==> src/rtl/pixel_readout_pkg.sv <==
// Shared state encoding, default timing and CDS clamp-subtract for the pixel readout sequencer.
package pixel_readout_pkg;

  typedef enum logic [2:0] {
    S_IDLE,
    S_EXPOSE,
    S_REF,
    S_SETTLE,
    S_CONVERT,
    S_HOLD,
    S_DONE
  } seq_state_t;

  localparam int DEF_N_ROWS   = 2;
  localparam int DEF_ADC_W    = 8;
  localparam int DEF_EXP_W    = 8;
  localparam int DEF_T_SETTLE = 2;
  localparam int DEF_T_CONV   = 3;

  // Operands are zero-extended into this width by the caller and truncated back.
  localparam int CDS_MAX_W = 32;

  function automatic logic [CDS_MAX_W-1:0] cds_sub(input logic [CDS_MAX_W-1:0] sig,
                                                   input logic [CDS_MAX_W-1:0] ref_v);
    return (sig > ref_v) ? (sig - ref_v) : '0;
  endfunction

endpackage

==> src/rtl/seq_phase_timer.sv <==
// Loadable down-counter timing one sequencer phase; done is high while the count sits at 1.
module seq_phase_timer #(
  parameter int CNT_W = 9
) (
  input  logic             clk,
  input  logic             reset,
  input  logic             load,
  input  logic [CNT_W-1:0] load_val,
  output logic             done
);

  logic [CNT_W-1:0] cnt_q;

  // Saturates at 1 so a finished phase never wraps.
  always_ff @(posedge clk) begin
    if (reset) begin
      cnt_q <= '0;
    end else if (load) begin
      cnt_q <= load_val;
    end else if (cnt_q > CNT_W'(1)) begin
      cnt_q <= cnt_q - 1'b1;
    end
  end

  assign done = (cnt_q == CNT_W'(1));

endmodule

==> src/rtl/pixel_readout_seq.sv <==
// Frame sequencer: exposure, per-row settle/convert/hold readout with valid/ready output.
// Define CDS_EN to add a reference conversion per row and output clamped (sig - ref).
module pixel_readout_seq
  import pixel_readout_pkg::*;
#(
  parameter int N_ROWS   = DEF_N_ROWS,
  parameter int ADC_W    = DEF_ADC_W,
  parameter int EXP_W    = DEF_EXP_W,
  parameter int T_SETTLE = DEF_T_SETTLE,
  parameter int T_CONV   = DEF_T_CONV
) (
  input  logic                        clk,
  input  logic                        reset,
  input  logic                        Init,
  input  logic [EXP_W-1:0]            exp_time,
  output logic                        Expose,
  output logic                        Erase,
  output logic [N_ROWS-1:0]           NRE,
  output logic                        ADC,
  input  logic [ADC_W-1:0]            adc_data,
  output logic [ADC_W-1:0]            pix_data,
  output logic [$clog2(N_ROWS):0]     pix_row,
  output logic                        pix_valid,
  input  logic                        pix_ready,
  output logic                        busy,
  output logic                        frame_done
);

  localparam int ROW_W   = $clog2(N_ROWS) + 1;
  localparam int MAX_ST  = (T_SETTLE > T_CONV) ? T_SETTLE : T_CONV;
  localparam int MAX_ALL = (MAX_ST > (1 << EXP_W)) ? MAX_ST : (1 << EXP_W);
  localparam int CNT_W   = $clog2(MAX_ALL) + 1;

`ifdef CDS_EN
  localparam seq_state_t ROW_START   = S_REF;
  localparam int         ROW_START_T = T_CONV;
`else
  localparam seq_state_t ROW_START   = S_SETTLE;
  localparam int         ROW_START_T = T_SETTLE;
`endif

  seq_state_t       state_q, state_d;
  logic [ROW_W-1:0] row_q, row_d;
  logic [ADC_W-1:0] pix_data_q;
  logic [ROW_W-1:0] pix_row_q;
  logic             tmr_load;
  logic [CNT_W-1:0] tmr_val;
  logic             tmr_done;
  logic             cap_sig;
`ifdef CDS_EN
  logic             cap_ref;
  logic [ADC_W-1:0] ref_q;
`endif

  seq_phase_timer #(.CNT_W(CNT_W)) u_timer (
    .clk      (clk),
    .reset    (reset),
    .load     (tmr_load),
    .load_val (tmr_val),
    .done     (tmr_done)
  );

  // Each phase transition reloads the shared timer with the next phase's length.
  always_comb begin
    state_d  = state_q;
    row_d    = row_q;
    tmr_load = 1'b0;
    tmr_val  = '0;
    cap_sig  = 1'b0;
`ifdef CDS_EN
    cap_ref  = 1'b0;
`endif
    unique case (state_q)
      S_IDLE: begin
        if (Init) begin
          state_d  = S_EXPOSE;
          tmr_load = 1'b1;
          tmr_val  = (exp_time == '0) ? CNT_W'(1) : CNT_W'(exp_time);
        end
      end
      S_EXPOSE: begin
        if (tmr_done) begin
          state_d  = ROW_START;
          row_d    = '0;
          tmr_load = 1'b1;
          tmr_val  = CNT_W'(ROW_START_T);
        end
      end
`ifdef CDS_EN
      S_REF: begin
        if (tmr_done) begin
          cap_ref  = 1'b1;
          state_d  = S_SETTLE;
          tmr_load = 1'b1;
          tmr_val  = CNT_W'(T_SETTLE);
        end
      end
`endif
      S_SETTLE: begin
        if (tmr_done) begin
          state_d  = S_CONVERT;
          tmr_load = 1'b1;
          tmr_val  = CNT_W'(T_CONV);
        end
      end
      S_CONVERT: begin
        if (tmr_done) begin
          cap_sig = 1'b1;
          state_d = S_HOLD;
        end
      end
      S_HOLD: begin
        if (pix_ready) begin
          if (row_q == ROW_W'(N_ROWS - 1)) begin
            state_d = S_DONE;
          end else begin
            row_d    = row_q + 1'b1;
            state_d  = ROW_START;
            tmr_load = 1'b1;
            tmr_val  = CNT_W'(ROW_START_T);
          end
        end
      end
      S_DONE:  state_d = S_IDLE;
      default: state_d = S_IDLE;
    endcase
  end

  always_ff @(posedge clk) begin
    if (reset) begin
      state_q    <= S_IDLE;
      row_q      <= '0;
      pix_data_q <= '0;
      pix_row_q  <= '0;
`ifdef CDS_EN
      ref_q      <= '0;
`endif
    end else begin
      state_q <= state_d;
      row_q   <= row_d;
`ifdef CDS_EN
      if (cap_ref) begin
        ref_q <= adc_data;
      end
      if (cap_sig) begin
        pix_data_q <= ADC_W'(cds_sub(CDS_MAX_W'(adc_data), CDS_MAX_W'(ref_q)));
        pix_row_q  <= row_q;
      end
`else
      if (cap_sig) begin
        pix_data_q <= adc_data;
        pix_row_q  <= row_q;
      end
`endif
    end
  end

  // Moore outputs: decoded purely from state and row counter.
  always_comb begin
    Expose     = (state_q == S_EXPOSE);
    Erase      = (state_q == S_IDLE);
    ADC        = (state_q == S_CONVERT) || (state_q == S_REF);
    pix_valid  = (state_q == S_HOLD);
    busy       = (state_q != S_IDLE);
    frame_done = (state_q == S_DONE);
    NRE        = '1;
    if ((state_q == S_SETTLE) || (state_q == S_CONVERT)) begin
      for (int i = 0; i < N_ROWS; i++) begin
        if (row_q == ROW_W'(i)) begin
          NRE[i] = 1'b0;
        end
      end
    end
  end

  assign pix_data = pix_data_q;
  assign pix_row  = pix_row_q;

endmodule
==> config.mk <==
export PLATFORM = sky130hd
export DESIGN_NAME = pixel_readout_seq
export DESIGN_NICKNAME = d
export VERILOG_FILES = /design/src/rtl/pixel_readout_pkg.sv /design/src/rtl/seq_phase_timer.sv /design/src/rtl/pixel_readout_seq.sv
export SDC_FILE = /design/constraint.sdc
export NUM_CORES = 1
export LEC_CHECK = 0
export CAP_MARGIN = 20
export CORE_MARGIN = 1.5
export CORE_UTILIZATION = 35
export CTS_CLUSTER_SIZE = 8
export DETAILED_ROUTE_END_ITERATION = 16
export PLACE_DENSITY = 0.57
export SLEW_MARGIN = 20
export SYNTH_ARGS = -nofsm -noshare
export SYNTH_HDL_FRONTEND = slang
export SYNTH_SLANG_ARGS = --single-unit
==> constraint.sdc <==
create_clock -name clk -period 2.85 [get_ports clk]
set_input_delay 0.57 -clock clk [delete_from_list [all_inputs] [get_ports clk]]
set_output_delay 0.57 -clock clk [all_outputs]
set_load 0.02 [all_outputs]
==> results.sh <==
export IMPL_htreeDepth=1
export IMPL_postCtsSetupBuffers=0
export IMPL_clkTransAtPathRegs_ns=0.09
export IMPL_hold_path_class="reg -> reg"
export IMPL_final_fill_count=355
export IMPL_synth_enable_flop_cells=0
export IMPL_status="finished, final reports clean"
export IMPL_clock_tree_from_tritoncts="yes"
export IMPL_p_leak_nw=0.766
export IMPL_fp_dieArea_um2=4410
export IMPL_max_freq_ghz=0.400
export IMPL_yosysTopAreaCell="dfxtp_1"
export IMPL_worst_endpoint_arrival_ns=1.93
export IMPL_rsz0062_at_grt="no"
export IMPL_via_per_inst=5.32
export IMPL_powerDensity_nw_per_um2=862
export IMPL_fin_cells=250
export IMPL_core_ar_um2=3770
export IMPL_placed_wire_length_estimate_after_detailed_placement_um=2630
export IMPL_timing_critical_path_required_ns=2.28
export IMPL_cts_hold_buffers=0
export IMPL_fp_dieH_um=66.4
export IMPL_tightestPinTransition_ns=0.604
export IMPL_sequential_cell_area_um2=480
export IMPL_ir_drop_uv=401
export IMPL_cts_buffers=3
export IMPL_report_final_slew_viol_count=0
export IMPL_yosys_top_cells_area="dfxtp_1, mux2i_1, nor2_1"
export IMPL_avgSynthCellArea_um2=8.59
export IMPL_area_of_combinational_cells_with_multiple_inputs_um2=852
export IMPL_synth_top_area_share_pct=34.1
export IMPL_synthDistinctLibCells=48
export IMPL_post_cts_resize_count=0
export IMPL_cts_root_buf="clkbuf_8"
export IMPL_path_delay_family="flip-flops"
export IMPL_drtIter0Drc=54
export IMPL_cp_end_kind="output pin"
export IMPL_detailedRoute_firstPassIterationCount=4
export IMPL_fin_worst_skew_ns=0.00132
export IMPL_path_buf_inv=1
export IMPL_number_of_max_cap_violations=0
export IMPL_post_synth_top_count_cell="dfxtp_1"
export IMPL_dp_cells=246
export IMPL_period_minus_slack_ns=2.50
export IMPL_placementRows=22
export IMPL_mappedNetlistArea_um2=1410
export IMPL_crit_chain="nor3b_1, a21o_1, nand2_1, clkdlybuf4s50_1"
export IMPL_via_count=1329
export IMPL_clock_path_buffers=2
export IMPL_largest_net_degree_at_the_start_of_global_routing=17
export IMPL_clkLatencyLatePin_ns=0.26
export IMPL_timing_final_setup_violations=0
export IMPL_route_antenna_remaining_nets=0
export IMPL_finalCoreUtilization_pct=50.0
export IMPL_async_set_or_reset_register_ratio_after_synthesis_pct=0
export IMPL_nNetsFinal=227
export IMPL_critical_path_slowest_cell="dfxtp_1"
export IMPL_yosys_warns=0
export IMPL_worst_path_largest_cell_delay_ns=0.65
export IMPL_design_portCount=38
export IMPL_grt_pass1_wl_um=5690
export IMPL_flow_area_growth_from_synthesis_pct=33.8
export IMPL_dominantRegCellSynth="dfxtp_1"
export IMPL_share_of_the_clock_period_used_by_the_worst_path_pct=87.8
export IMPL_cts_num_sinks=24
export IMPL_antennaDiodeCount=0
export IMPL_number_of_nets_produced_by_synthesis=188
export IMPL_fin_hold_ws_ns=0.502
export IMPL_worstSetupPathType="reg -> out"
export IMPL_grt_residual_overflow=0
export IMPL_route_detailed_wl_per_inst_um=13.6
export IMPL_synth_sequential_area_ratio_pct=34.1
export IMPL_layout_drive_gt1_share_pct=5.94
export IMPL_initial_antenna_violation_count=0
export IMPL_gpl_final_weighted_congestion=0.799
export IMPL_setup_worst_path_start_class="register"
export IMPL_worst_slew_margin_rel_pct=59.4
export IMPL_timing_critical_path_fanout_max=16
export IMPL_detail_route_wirelength_um=3410
export IMPL_top_cells_by_count_synth="dfxtp_1, nor2_1, mux2i_1"
export IMPL_report_final_hold_viol_count=0
export IMPL_synth_seq_cells=24
export IMPL_post_route_drc_count=0
export IMPL_synth_cells=164
export IMPL_initial_core_util_pct=37.4
export IMPL_chipWidth_um=66.4
export IMPL_grt_total_usage_pct=16.3
export IMPL_fin_tns_setup_ns=0
export IMPL_first_global_vias=1255
export IMPL_port_buffer_cells=37
-- power breakdown --
part / internal, mW / leakage (nW) / switching (mW)
sequential: 0.406 / 0.196 / 0.139
combinational: 0.408 / 0.541 / 0.437
clock: 0.123 / 0.0288 / 0.111
-- per-stage QoR --
| step | cell area (µm²) | power (mW) | setup slack, ns |
|---|---|---|---|
| floorplan | 1410 | 1.16 | 0.922 |
| global route | 1890 | 1.75 | 0.227 |
| detailed placement | 1830 | 1.40 | 0.543 |
| finish | 1890 | 1.63 | 0.348 |
| global placement | 1830 | 1.38 | 0.599 |
| CTS | 1890 | 1.63 | 0.347 |
-- cells in the final DEF, fill, tap and decap left out, types with 3 or more instances in the layout --
cell,synthesis,layout
dfxtp_1,24,24
mux2i_1,11,11
nor3_1,6,6
buf_4,0,5
a21oi_1,7,7
xnor2_1,4,4
o211ai_1,4,4
a31oi_1,3,3
ha_1,4,4
nand2_1,7,7
o21a_1,3,3
nor2_1,22,22
inv_1,8,8
clkdlybuf4s50_1,0,37
clkbuf_8,0,4
and2_1,3,3
nor2b_1,3,3
a21o_1,3,3
-- worst paths after layout --
check	slack, ns	to	cells past startpoint	from
min reg2reg	0.50	pix_data[5]	2	pix_data[5]
min	0.50	pix_data[5]	2	pix_data[5]
max	0.35	NRE[0]	4	state_q[1]
max reg2reg	0.97	state_q[1]	6	u_timer.cnt_q[0]
-- sequential cells by signal, indices dropped and copies added (netlist names) --
name / flops
u_timer.cnt_q: 9
pix_data: 8
row_q: 2
state_q: 3
pix_row: 2
-- cell families after synthesis --
kind of cell	Yosys count	share of synthesized area (%)
AOI/OAI and AO/OA	39	19.6
and+or+nand+nor	66	27.0
buffers and inverters	16	5.42
muxes	11	7.82
DFF	24	34.1
xor gates and xnor gates	4	2.49
adders and majority gates	4	3.55
-- area by class of cell --
cell class	instances	share of cell area, %
Inverter	8	1.59
Timing Repair Buffer	42	21.6
Multi-Input combinational cell	124	45.2
Tap cell	48	3.19
Clock buffer	4	2.92
Sequential cell	24	25.5
-- metal layers --
metal / global-route usage, % / wire (µm)
met1: 21.5 / 1570
met2: 27.8 / 1680
met3: 3.58 / 139
met4: 2.30 / 18
met5: 0 / 0
-- tightest hold or removal path, stage by stage (launching register included) --
cell and delay (ns):
dfxtp_1 0.33, mux2i_1 0.06, nor2_1 0.08
Power figures use the tool's default switching activity.
